## src/rtl/address_bus_ws_m.sv

```systemverilog
//==============================================================================
// Module   : address_bus_ws_m
// Purpose  : Registered 65C02 address decoder with per-region wait states.
//            Matches cpu_address against N_REGIONS base/mask pairs.
//            The lowest matching index wins.
//            Drives a one-hot select and stretches slow accesses by holding
//            cpu_rdy low.
//            The first unmapped access is captured in a sticky error register.
// Ports    : clk              - system clock
//            rst              - asynchronous active-high reset
//            cpu_address      - CPU address
//            cpu_valid        - address valid this cycle
//            select           - one-hot region select
//            cpu_rdy          - CPU ready (low stalls the CPU)
//            unmapped         - sticky unmapped-access flag
//            unmapped_address - address of the first unmapped access
//            clr_unmapped     - one-cycle pulse clearing the unmapped flag
// Revision : 1.0 - initial release
//==============================================================================
`default_nettype none

module address_bus_ws_m #(
    parameter int ADDR_W    = 16,
    parameter int N_REGIONS = 4,
    parameter int WAIT_W    = 4,
    parameter logic [N_REGIONS*ADDR_W-1:0] REGION_BASE =
        {16'h8000, 16'h4000, 16'h0000, 16'h7000},
    parameter logic [N_REGIONS*ADDR_W-1:0] REGION_MASK =
        {16'h8000, 16'hE000, 16'hC000, 16'hFFFC},
    parameter logic [N_REGIONS*WAIT_W-1:0] REGION_WAIT =
        {4'd3, 4'd2, 4'd0, 4'd1}
) (
    input  logic                 clk,
    input  logic                 rst,
    input  logic [ADDR_W-1:0]    cpu_address,
    input  logic                 cpu_valid,
    output logic [N_REGIONS-1:0] select,
    output logic                 cpu_rdy,
    output logic                 unmapped,
    output logic [ADDR_W-1:0]    unmapped_address,
    input  logic                 clr_unmapped
);

    localparam int IDX_W = (N_REGIONS > 1) ? $clog2(N_REGIONS) : 1;

    typedef enum logic [0:0] {
        S_IDLE = 1'b0,
        S_WAIT = 1'b1
    } state_t;

    state_t              state_q, state_d;
    logic [WAIT_W-1:0]   cnt_q, cnt_d;
    logic [IDX_W-1:0]    reg_q, reg_d;
    logic                unmapped_q, unmapped_d;
    logic [ADDR_W-1:0]   unmapped_addr_q, unmapped_addr_d;

    logic                hit;
    logic [IDX_W-1:0]    hit_idx;
    logic [WAIT_W-1:0]   hit_wait;
    logic                sel_en;
    logic [IDX_W-1:0]    sel_idx;
    logic                rdy;
    logic [N_REGIONS-1:0] sel_onehot;

    // Priority match: scan from the highest index down so that the lowest
    // matching region is the last assignment and therefore wins.
    always_comb begin
        hit      = 1'b0;
        hit_idx  = '0;
        hit_wait = '0;
        for (int i = N_REGIONS - 1; i >= 0; i--) begin
            if ((cpu_address & REGION_MASK[i*ADDR_W +: ADDR_W]) ==
                REGION_BASE[i*ADDR_W +: ADDR_W]) begin
                hit      = 1'b1;
                hit_idx  = IDX_W'(i);
                hit_wait = REGION_WAIT[i*WAIT_W +: WAIT_W];
            end
        end
    end

    // Next-state and first-cycle outputs. The first cycle of an access is
    // decoded directly from the bus; stalled cycles replay the latched region
    // and ignore the (held) address.
    always_comb begin
        state_d         = state_q;
        cnt_d           = cnt_q;
        reg_d           = reg_q;
        unmapped_d      = unmapped_q;
        unmapped_addr_d = unmapped_addr_q;
        sel_en          = 1'b0;
        sel_idx         = reg_q;
        rdy             = 1'b1;

        if (clr_unmapped) begin
            unmapped_d = 1'b0;
        end

        case (state_q)
            S_IDLE: begin
                if (cpu_valid) begin
                    if (hit) begin
                        sel_en  = 1'b1;
                        sel_idx = hit_idx;
                        if (hit_wait != '0) begin
                            rdy     = 1'b0;
                            state_d = S_WAIT;
                            cnt_d   = hit_wait - WAIT_W'(1);
                            reg_d   = hit_idx;
                        end
                    end else if (!unmapped_q || clr_unmapped) begin
                        // A new unmapped access beats a coincident clear and
                        // becomes the captured address.
                        unmapped_d      = 1'b1;
                        unmapped_addr_d = cpu_address;
                    end
                end
            end
            S_WAIT: begin
                sel_en  = 1'b1;
                sel_idx = reg_q;
                if (cnt_q != '0) begin
                    rdy   = 1'b0;
                    cnt_d = cnt_q - WAIT_W'(1);
                end else begin
                    state_d = S_IDLE;
                end
            end
            default: begin
                state_d = S_IDLE;
            end
        endcase
    end

    always_comb begin
        sel_onehot = '0;
        for (int i = 0; i < N_REGIONS; i++) begin
            sel_onehot[i] = (sel_idx == IDX_W'(i));
        end
    end

    // Reset gates the combinational outputs so an aborted stall releases the
    // CPU in the same cycle rather than at the next edge.
    assign select           = (sel_en && !rst) ? sel_onehot : '0;
    assign cpu_rdy          = rdy | rst;
    assign unmapped         = unmapped_q;
    assign unmapped_address = unmapped_addr_q;

    always_ff @(posedge clk or posedge rst) begin
        if (rst) begin
            state_q         <= S_IDLE;
            cnt_q           <= '0;
            reg_q           <= '0;
            unmapped_q      <= 1'b0;
            unmapped_addr_q <= '0;
        end else begin
            state_q         <= state_d;
            cnt_q           <= cnt_d;
            reg_q           <= reg_d;
            unmapped_q      <= unmapped_d;
            unmapped_addr_q <= unmapped_addr_d;
        end
    end

endmodule

`default_nettype wire

```

## config.mk

```make
export PLATFORM = sky130hd
export DESIGN_NAME = address_bus_ws_m
export DESIGN_NICKNAME = d
export VERILOG_FILES = /design/src/rtl/address_bus_ws_m.sv
export SDC_FILE = /design/constraint.sdc
export NUM_CORES = 1
export LEC_CHECK = 0
export CORE_MARGIN = 2
export CORE_UTILIZATION = 25
export DETAILED_ROUTE_END_ITERATION = 12
export SLEW_MARGIN = 25
export SYNTH_ARGS = -nofsm -noshare
export SYNTH_HDL_FRONTEND = slang
export SYNTH_SLANG_ARGS = --single-unit
```

## constraint.sdc

```tcl
create_clock -name clk -period 1.95 [get_ports clk]
set_input_delay 0.39 -clock clk [delete_from_list [all_inputs] [get_ports clk]]
set_output_delay 0.39 -clock clk [all_outputs]
set_load 0.1 [all_outputs]
```

* Word level (Yosys, flattened, before mapping)
Cells that the tools add are included.
** Word-level totals
- Input port bits :: 20
- Logic and storage cells :: 69
- Register bits after elaboration :: 24
** Cells by class
- Bitwise gates (word level) :: 3
- $add $sub $neg :: 2
- Muxes and demuxes :: 39
- Reduce and logical (&&, ||, !) cells :: 11
- Equality and inequality tests :: 9
** Operators with widths (number)
- 4-bit two-way mux :: 7
- 1-bit two-way mux :: 19
- 16-bit zero test :: 1
- 2-bit two-way mux :: 8
- 14-bit by 13-bit equality test with 1-bit output, second input constant :: 1
- 4-bit AND reduction :: 3
- 4-bit one-hot mux with 2 select lines :: 1
- 4-bit nonzero test :: 2
- 4-bit by 1-bit subtractor with 4-bit output, second input constant :: 2
- 2-bit inequality test, second input constant :: 3
- 1-bit one-hot mux with 2 select lines :: 3
- 2-bit equality test, second input constant :: 2
- 2-bit one-hot mux with 2 select lines :: 1
- 3-bit by 2-bit equality test with 1-bit output, second input constant :: 1
- 2-bit by 1-bit equality test with 1-bit output, second input constant :: 1
- 1-bit zero test :: 2
- 2-bit zero test :: 1
- 2-bit by 1-bit inequality test with 1-bit output, second input constant :: 1
- 1-bit inverter :: 2
- 1-bit logical AND :: 1
- 1-bit logical OR :: 1
- 1-bit OR :: 1

* Depth between registers and ports, before layout
- Depth in word-level cells :: 10
- Mapped depth :: 6
- Depth with buffers taken out :: 6

* Worst setup path after synthesis
OpenSTA, ideal clock, no wires.
- Path kind :: input to output
- Start point :: input cpu_address[11]
- End point :: output select[0]
- Data arrival time :: 2.943 ns
- Data required time :: 1.560 ns
- Path buffers :: 0
- Stages on the path :: 5
- Path slack :: -1.383 ns
- Cells stage by stage :: nor4b_2 and4b_4 nand3b_1 nand2_1 nor4_2
** Between the ends
- Cells in the longest elaborated chain, start to end :: 7
- Elaborated cells on any way between the ends :: 12
- Those cells by class :: eq/ne (1); mux (9); reduce/logical (2)
** RTL lines
- start: declaration :: line 35 : input logic [ADDR_W-1:0] cpu_address,
- 14-bit by 13-bit equality test with 1-bit output * :: line 72 : if ((cpu_address & REGION_MASK[i*ADDR_W +: ADDR_W]) ==
- 2-bit two-way mux or 1-bit two-way mux (tied branches) :: line 72
- 2-bit two-way mux or 1-bit two-way mux (tied branches) :: line 101 : if (hit) begin
- 2-bit two-way mux or 1-bit two-way mux (tied branches) :: line 100 : if (cpu_valid) begin
- 2-bit one-hot mux with 2 select lines or 1-bit one-hot mux with 2 select lines (tied branches) :: line 98 : case (state_q)
- 2-bit zero test or 1-bit logical AND (tied branches) :: line 137, 143
- 4-bit two-way mux * :: line 143 : assign select = (sel_en && !rst) ? sel_onehot : '0;
- end: declaration :: line 37 : output logic [N_REGIONS-1:0] select,
Every way passes the cells marked *; elsewhere a longest branch is shown, timed or not.

* Worst setup path in the final report
- Start point :: input cpu_address[5]
- End point :: output select[2]
** Between the ends
- Cells in the longest elaborated chain, start to end :: 7
- Elaborated cells on any way between the ends :: 12
- Those cells by class :: eq/ne (2); mux (9); reduce/logical (1)
** RTL lines (line)
- 14-bit by 13-bit equality test with 1-bit output * :: 72
- 2-bit two-way mux or 1-bit two-way mux (tied branches) :: 72
- 2-bit two-way mux or 1-bit two-way mux (tied branches) :: 101
- 2-bit two-way mux or 1-bit two-way mux (tied branches) :: 100
- 2-bit one-hot mux with 2 select lines or 1-bit one-hot mux with 2 select lines (tied branches) :: 98
- 2-bit equality test or 1-bit logical AND (tied branches) :: 137, 143
- 4-bit two-way mux * :: 143
Marks and branches as above.

==> impl_metrics.json <==
{
  "status": "finished, violations left",
  "violations": "negative setup slack",
  "critPathLaunchType": "input port",
  "nFillCells": 429,
  "reg2reg_slack_ns": 0.25,
  "gp_congestion": 0.836,
  "syn_area_per_cell_um2": 12.9,
  "final_common_cell": "buf_4",
  "yosys_register_bits": 24,
  "drt_first_pass_iters": 4,
  "min-delay-start": "cpu_address[7]",
  "r2r-end": "unmapped_address[15]",
  "hold_viol": 0,
  "grt.overflow.total": 0,
  "dp.cells": 210,
  "wirelength_um": 3060,
  "seq_area_um2": 601,
  "synth_mux_area_frac": 0.168,
  "fin_crit_ns": 2.26,
  "cp_max_fo": 2,
  "yosys_warnings": 0,
  "grt_pass1_wl_um": 4810,
  "maxCapViolations": 0,
  "synth_seq_area_share": 0.494,
  "worst_pin_slew_ns": 0.464,
  "antenna_found_initial": 0,
  "period_share": 1.16,
  "port_buffers": 41,
  "grt_usage": 0.115,
  "cts_tree": "done",
  "setup.worst_path.class": "input port to output pin",
  "worstHoldEndpoint": "unmapped_address[7]",
  "hpwl_um": 2330,
  "drc": 0,
  "fmaxAchievable_mhz": 443,
  "grt_pass1_vias": 1016,
  "grt_start_max_net_pins": 25,
  "post_synth_fa_ha_maj_area_fraction": 0.0103,
  "instances_no_fill": 219,
  "r2r_start": "state_q",
  "cts_root_buffer": "clkbuf_8",
  "synth-simple-area-share": 0.184,
  "via_count": 1024,
  "post-synth-top-area-fraction": 0.494,
  "setup_tns_ns": -1.16,
  "die_area_um2": 5440,
  "layout_common_cells": "42 x buf_4, 24 x dfrtp_1, 11 x buf_2, 7 x mux2_4, 6 x inv_1",
  "antenna_cells": 0,
  "syn_to_final_growth_pct": 66.5,
  "synthesis.area_um2": 1220,
  "relSlewSlack": 0.687,
  "synth_area_leaders": "dfrtp_1 49%, mux2_4 8.6%, mux2_2 4.6%",
  "finalSetupViolCount": 5,
  "synth_nets": 115,
  "yosysTopAreaCell": "dfrtp_1",
  "postRouteAntennaNets": 0,
  "cts_buffer_depth": 2,
  "reg2regPathDepth": 7,
  "final.setup_skew_ns": 0.00639,
  "slew_violations": 0,
  "rsz0062_at_grt": "true",
  "clk_latency_ns": 0.26,
  "multi_input_area_um2": 688,
  "fp-row-count": 25,
  "worst_hold_slack_ns": 0.362,
  "ctsHoldBuffers": 0,
  "cp.required_ns": 1.56,
  "coreArea_um2": 4690,
  "cts.sinks": 24,
  "hold_depth": 2,
  "cts_buffers": 3,
  "initial_core_util": 0.259,
  "hp-class": "input port to register",
  "dieHeight_um": 73.7,
  "crit_arrival_ns": 1.87,
  "endpoint_kind": "output pin",
  "htree_levels": 1,
  "drive_gt1_frac": 0.636,
  "netlist_instances": 94,
  "io_pins": 42,
  "wl_per_cell_um": 14.0,
  "synth_top_family_by_area": "simple AND/OR/NAND/NOR gates",
  "fin_ws_ns": -0.307,
  "yosys.area_share.xor_xnor": 0,
  "die_w_um": 73.7,
  "drtIter0Drc": 35,
  "synth_compound_area_frac": 0.109,
  "via_per_inst": 4.68,
  "synthDistinctLibCells": 38,
  "layout.nets": 187,
  "cts.clk_slew.worst_paths_ns": 0.09
}
==> per-layer routing <==
metal | wire (um) | GRT usage | up-vias
li1 | - | - | 482
met1 | 1370 | 0.149 | 499
met4 | 28 | 0.0343 | 0
met5 | 0 | 0 | -
met3 | 227 | 0.0233 | 4
met2 | 1440 | 0.193 | 39
==> worst max-delay path, stage by stage <==
cell and delay, ns:
buf_8 0.10, nor4b_4 0.30, and4b_4 0.28, nand3b_1 0.15
nand2_2 0.10, nor4b_4 0.33, buf_12 0.21
==> timing repair <==
action | 4_1_cts | 5_1_grt
gates resized for setup | 72 | 4
setup buffers | 4 | 3
setup endpoints to repair | 25 | 10
pin swaps | 10 | 5
==> sequential cells by signal, indices dropped and copies added (netlist names) <==
register,flops
reg_q,2
cnt_q,4
unmapped,1
state_q,1
unmapped_address,16
==> cell families after synthesis <==
family | Yosys count
buf+inv | 8
simple gates | 28
mux | 16
fa+ha+maj | 1
flops | 24
compound gates | 17
==> layout make-up <==
cell class / instances / area share
sequential: 24 / 0.297
multi-input combinational: 62 / 0.340
timing repair buffer: 69 / 0.292
tap: 54 / 0.0334
inverter: 6 / 0.0111
clock buffer: 4 / 0.0272
==> synthesized netlist by cell type <==
master	n
dfrtp_1	24
mux2_4	7
inv_1	6
mux2_2	5
nand2b_1	5
nand2_1	4
a21oi_1	3
nor2_1	3
and2_1	2
mux2_1	2
mux2i_1	2
nor2b_1	2
nor4_2	2
nor4b_2	2
o21ai_0	2
a211oi_1	1
a21boi_0	1
a22o_1	1
a311oi_1	1
a31o_2	1
and4b_4	1
buf_2	1
buf_8	1
ha_1	1
nand2_2	1
nand3_1	1
nand3_4	1
nand3b_1	1
nand3b_4	1
nor2_4	1
nor3_1	1
o21ai_1	1
o21ai_2	1
o221a_2	1
o2bb2ai_1	1
o31ai_1	1
o32ai_1	1
o41ai_2	1
==> per-stage QoR <==
stage / utilization / cell area [um^2] / worst slack, ns
6_report: 0.431 / 2020 / -0.307
5_1_grt: 0.431 / 2020 / -0.374
4_1_cts: 0.426 / 2000 / -0.307
3_5_place_dp: 0.408 / 1910 / -0.688
3_3_place_gp: 0.408 / 1910 / -0.689
2_1_floorplan: - / 1280 / -0.756
==> how the worst max path moves through the flow <==
stage	from	cells past startpoint	slack, ns	endpoint
finish	cpu_address[5]	7	-0.31	select[2]
global route	cpu_address[5]	8	-0.37	select[0]
CTS	cpu_address[5]	7	-0.31	select[2]
detailed placement	cpu_address[11]	7	-0.69	select[0]
global placement	cpu_address[11]	7	-0.69	select[0]
floorplan	cpu_address[11]	5	-0.76	select[0]
Power is not shown: default switching activity piles up to over one toggle a cycle in this logic, so the estimate is an artifact.
